$ cat config.mk
export PLATFORM = sky130hd
export DESIGN_NAME = shift_serdes
export DESIGN_NICKNAME = d
export VERILOG_FILES = /design/src/rtl/shift_serdes_pkg.sv /design/src/rtl/shift_serdes_bit_counter.sv /design/src/rtl/shift_serdes.sv
export SDC_FILE = /design/constraint.sdc
export NUM_CORES = 1
export LEC_CHECK = 0
export CAP_MARGIN = 20
export CORE_MARGIN = 4
export CORE_UTILIZATION = 35
export CTS_CLUSTER_SIZE = 28
export DETAILED_ROUTE_END_ITERATION = 8
export PLACE_DENSITY = 0.65
export SETUP_SLACK_MARGIN = 0.1
export SLEW_MARGIN = 10
export SYNTH_ARGS = -nofsm -noshare
export SYNTH_HDL_FRONTEND = slang
export SYNTH_SLANG_ARGS = --single-unit
$ cat constraint.sdc
create_clock -name clk -period 1.47 [get_ports clk]
set_input_delay 0.2205 -clock clk [delete_from_list [all_inputs] [get_ports clk]]
set_output_delay 0.2205 -clock clk [all_outputs]
set_load 0.02 [all_outputs]
$ cat src/rtl/shift_serdes_pkg.sv
// shift_serdes_pkg: shared FSM state encoding and bit-order constants for shift_serdes
package shift_serdes_pkg;
    typedef enum logic [1:0] {
        IDLE  = 2'd0,
        SHIFT = 2'd1,
        DONE  = 2'd2
    } state_t;
    localparam logic DIR_MSB_FIRST = 1'b0;
    localparam logic DIR_LSB_FIRST = 1'b1;
endpackage

$ cat src/rtl/shift_serdes_bit_counter.sv
// serdes_bit_counter: shift-position counter, 0..MAX
// Ports:
//   clk, reset   clock, synchronous active-high reset
//   clear        return count to zero (wins over inc)
//   inc          advance count by one
//   count        current bit position
//   at_max       count has reached MAX
module serdes_bit_counter #(
    parameter int MAX = 31
) (
    input  logic                         clk,
    input  logic                         reset,
    input  logic                         clear,
    input  logic                         inc,
    output logic [$clog2(MAX+1)-1:0]     count,
    output logic                         at_max
);
    localparam int W = $clog2(MAX + 1);

    assign at_max = (count == W'(MAX));

    always_ff @(posedge clk) begin
        if (reset || clear)
            count <= '0;
        else if (inc)
            count <= count + 1'b1;
    end
endmodule

$ cat src/rtl/shift_serdes.sv
// shift_serdes: full-duplex serializer/deserializer with valid/ready load and receive ports
// Ports:
//   clk, reset                      clock, synchronous active-high reset
//   load_val/load_rdy/load_data     transmit word handshake and data
//   lsb_first                       bit order, sampled on the load handshake
//   shift_en                        advance one bit while shifting
//   sin, sout                       serial input and output
//   recv_val/recv_rdy/recv_data     captured word handshake and data
//   busy                            a word is being shifted
module shift_serdes
    import shift_serdes_pkg::*;
#(
    parameter int BITWIDTH = 32
) (
    input  logic                clk,
    input  logic                reset,
    input  logic                load_val,
    output logic                load_rdy,
    input  logic [BITWIDTH-1:0] load_data,
    input  logic                lsb_first,
    input  logic                shift_en,
    input  logic                sin,
    output logic                sout,
    output logic                recv_val,
    input  logic                recv_rdy,
    output logic [BITWIDTH-1:0] recv_data,
    output logic                busy
);
    localparam int CNT_W = $clog2(BITWIDTH);

    state_t              state, state_nx;
    logic [BITWIDTH-1:0] regval;
    logic                dir;
    logic [CNT_W-1:0]    cnt;
    logic                at_max;
    logic                load_fire, step;

    assign load_fire = load_val && load_rdy;
    assign step      = (state == SHIFT) && shift_en;

    // Counter restarts on every new word and after the terminal shift.
    serdes_bit_counter #(.MAX(BITWIDTH - 1)) u_cnt (
        .clk    (clk),
        .reset  (reset),
        .clear  (load_fire || (step && at_max)),
        .inc    (step),
        .count  (cnt),
        .at_max (at_max)
    );

    always_ff @(posedge clk) begin
        if (reset)
            state <= IDLE;
        else
            state <= state_nx;
    end

    always_comb begin
        state_nx = state;
        load_rdy = 1'b0;
        recv_val = 1'b0;
        busy     = 1'b0;
        sout     = 1'b0;
        case (state)
            IDLE: begin
                load_rdy = 1'b1;
                if (load_val)
                    state_nx = SHIFT;
            end
            SHIFT: begin
                busy = 1'b1;
                sout = (dir == DIR_LSB_FIRST) ? regval[0] : regval[BITWIDTH-1];
                if (shift_en && at_max)
                    state_nx = DONE;
            end
            DONE: begin
                recv_val = 1'b1;
                // Accepting the captured word frees the block, so a new word may load in the same cycle.
                load_rdy = recv_rdy;
                if (recv_rdy)
                    state_nx = load_val ? SHIFT : IDLE;
            end
            default: state_nx = IDLE;
        endcase
    end

    assign recv_data = (state == DONE) ? regval : '0;

    always_ff @(posedge clk) begin
        if (reset) begin
            regval <= '0;
            dir    <= DIR_MSB_FIRST;
        end else if (load_fire) begin
            regval <= load_data;
            dir    <= lsb_first;
        end else if (step) begin
            regval <= (dir == DIR_LSB_FIRST) ? {sin, regval[BITWIDTH-1:1]}
                                             : {regval[BITWIDTH-2:0], sin};
        end
    end

    cnt_in_range: assert property (@(posedge clk) disable iff (reset) cnt <= CNT_W'(BITWIDTH - 1));
endmodule

==> flow_metrics.env <==
export IMPL_synth_seq_area_share_pct=32.6
export IMPL_core_um2=6790
export IMPL_synth_simple_area_share_pct=14.9
export IMPL_yosysTopAreaCellShare_pct=32.6
export IMPL_timing_worst_setup_path_type="flip-flop to output pin"
export IMPL_worst_path_buf_inv=2
export IMPL_grt_pass1_vias=2115
export IMPL_max_freq_mhz=646
export IMPL_slowest_stage="dfxtp_2"
export IMPL_clk_pin_slew_ns=0.08
export IMPL_critPathTopFamily="simple AND/OR/NAND/NOR gates"
export IMPL_skew_ns=0.00836
export IMPL_cts_buffers=5
export IMPL_antenna_found_initial=0
export IMPL_hold_violations=0
export IMPL_grt_use_total_pct=15.6
export IMPL_finalSetupViolCount=50
export IMPL_grt_pass1_wl_um=10600
export IMPL_synth_largest_area_cell="dfxtp_1"
export IMPL_drive_gt1_share_pct=46.2
export IMPL_worstPathCellList="and2b_4 -> buf_8 -> and2_1 -> buf_6"
export IMPL_violations="negative setup slack"
export IMPL_synth_cell_types=37
export IMPL_numPortBuffers=74
export IMPL_slew_headroom_pct=84.9
export IMPL_stdcell_count=440
export IMPL_drt_antenna_violating_nets=0
export IMPL_grt_max_degree=20
export IMPL_gp_congestion=0.769
export IMPL_yosysWarnings=0
export IMPL_peakVddDrop_v=0.000366
export IMPL_postSynthCellCount=235
export IMPL_antenna_cells=0
export IMPL_firstDrtPassIters=4
export IMPL_nets=385
export IMPL_synth_most_common_cell="dfxtp_1"
export IMPL_endpoint_kind="output pin"
export IMPL_synthTopCellsByArea="dfxtp_1 33%, mux2i_1 12%, mux2_2 11%"
export IMPL_fp_dieH_um=91.8
export IMPL_min_period_ns=1.55
export IMPL_grt_overflow=0
export IMPL_cp_max_fo=18
export IMPL_period_share_pct=105
export IMPL_post_drt_wl_per_cell_um=15.8
export IMPL_r2r_slack_ns=-0.04
export IMPL_p_total_mw=2.60
export IMPL_outcome="complete, but fails checks"
export IMPL_syn_nets=276
export IMPL_rows=30
export IMPL_synth_ff_latch_count=40
export IMPL_die_x_um=91.8
export IMPL_hpwl_um=4470
export IMPL_synth_fa_ha_area_share_pct=1.02
export IMPL_crit_path_start_kind="flip-flop"
export IMPL_die_area_um2=8430
export IMPL_hp_class="input pin to flip-flop"
export IMPL_drt_iter0_markers=61
export IMPL_ios=75
export IMPL_cp_required_ns=1.25
export IMPL_dp_cells=414
export IMPL_syn_avg_cell_area_um2=10.5
export IMPL_place_ws_ns=-0.258
export IMPL_synth_compound_area_share_pct=16.2
export IMPL_p_leak_nw=1.55
export IMPL_tns_ns=-2.50
export IMPL_htree_levels=2
export IMPL_rsz0062_at_grt="yes"
export IMPL_muxShareOfSynthArea_pct=26.9
export IMPL_synthesis_area_um2=2460
export IMPL_wl_um=6960
export IMPL_max_cap_viol_count=0
export IMPL_drcViolationCount=0
export IMPL_max_slew_worst_pin_slew_ns=0.226
export IMPL_clk_path_buf_depth=2
export IMPL_synth_edf_count=0
export IMPL_synth_flop_cell="dfxtp_1"
export IMPL_final_core_util_pct=58.8
export IMPL_critPathMaxStageDelay_ns=0.32
export IMPL_initial_utilization_pct=36.2
export IMPL_area_growth_pct=62.6
export IMPL_vias=2141
export IMPL_setup_ws_ns=-0.0773
export IMPL_cts_tree="done"
export IMPL_clkLatencyLatePin_ns=0.29
export IMPL_power_density_nw_per_um2=651
export IMPL_drv_slew=0
export IMPL_yosys_top_cells_count="40 x dfxtp_1, 32 x and2_1, 30 x mux2i_1"
export IMPL_critPathArrivalTime_ns=1.33
export IMPL_cts_sinks=40
export IMPL_vias_per_cell=4.87
export IMPL_synthXorXnorAreaFrac_pct=0.356
export IMPL_async_reset_ff_share_pct=0
export IMPL_synth_top_family_by_area="multiplexers"
export IMPL_cts_root_buf="clkbuf_8"
sequential cells by signal (all words and copies together), names as in the netlist:
name and flops:
regval 32, u_cnt.count 5, state 2, dir 1
cell families after synthesis:
logic type,after synthesis
AOI/OAI and AO/OA,52
xor gates and xnor gates,1
adders and majority gates,2
buffers and inverters,22
DFF,40
muxes,62
and+or+nand+nor,56
worst reg2reg max path, stage by stage (launching register included):
cell,delay (ns)
dfxtp_2,0.33
buf_6,0.12
buf_6,0.11
and3b_2,0.28
buf_6,0.16
buf_12,0.14
mux2i_1,0.20
o2bb2ai_1,0.07
layer usage:
layer | global-route usage, % | wire (um)
met4 | 3.71 | 68
met2 | 26.8 | 3500
met3 | 2.79 | 209
met1 | 20.1 | 3180
met5 | 0 | 0
final cells by class:
cell class / instances / area, um^2
fill: 612 / 2800
multi-input combinational: 173 / 1610
timing repair buffer: 122 / 1370
sequential: 40 / 806
tap: 96 / 120
clock buffer: 6 / 72.6
inverter: 2 / 7.51
clock inverter: 1 / 5.00
where the power goes:
| part | total (mW) | switching, mW | internal, mW |
|---|---|---|---|
| registers | 1.23 | 0.0716 | 1.15 |
| clock network | 0.698 | 0.375 | 0.323 |
| logic | 0.679 | 0.259 | 0.420 |
| total | 2.60 | 0.705 | 1.90 |
cell usage in the layout, fill, tap and decap left out, drive strengths merged, types with 4 or more instances in the layout:
master         instances
buf                   83
dfxtp                 40
clkdlybuf4s50         38
mux2                  32
and2                  32
mux2i                 30
o2bb2ai               29
a21oi                 10
clkbuf                 7
nand2                  5
o211ai                 4
o21ai                  4
stage by stage:
step / hold slack (ns) / cell area, um^2
floorplan: 0.337 / 2470
global placement: 0.445 / 3400
detailed placement: 0.456 / 3400
CTS: 0.478 / 3790
global route: 0.480 / 4000
finish: 0.482 / 4000
final timing paths:
kind | start | end | cells after the start
worst min-delay path | load_data[28] | regval[28] | 2
worst max register to register | state[1] | regval[15] | 7
worst max-delay path | state[0] | recv_data[6] | 4
worst min register to register | u_cnt.count[3] | u_cnt.count[3] | 2
repair_timing:
| action | CTS | global route |
|---|---|---|
| hold buffers | 0 | 0 |
| resized for setup | 226 | 66 |
| pin swaps | 37 | 9 |
| gates cloned | 7 | 2 |
| setup buffers | 10 | 3 |
| setup endpoints to repair | 71 | 75 |
Note: power is estimated with default switching activity, not from simulation.
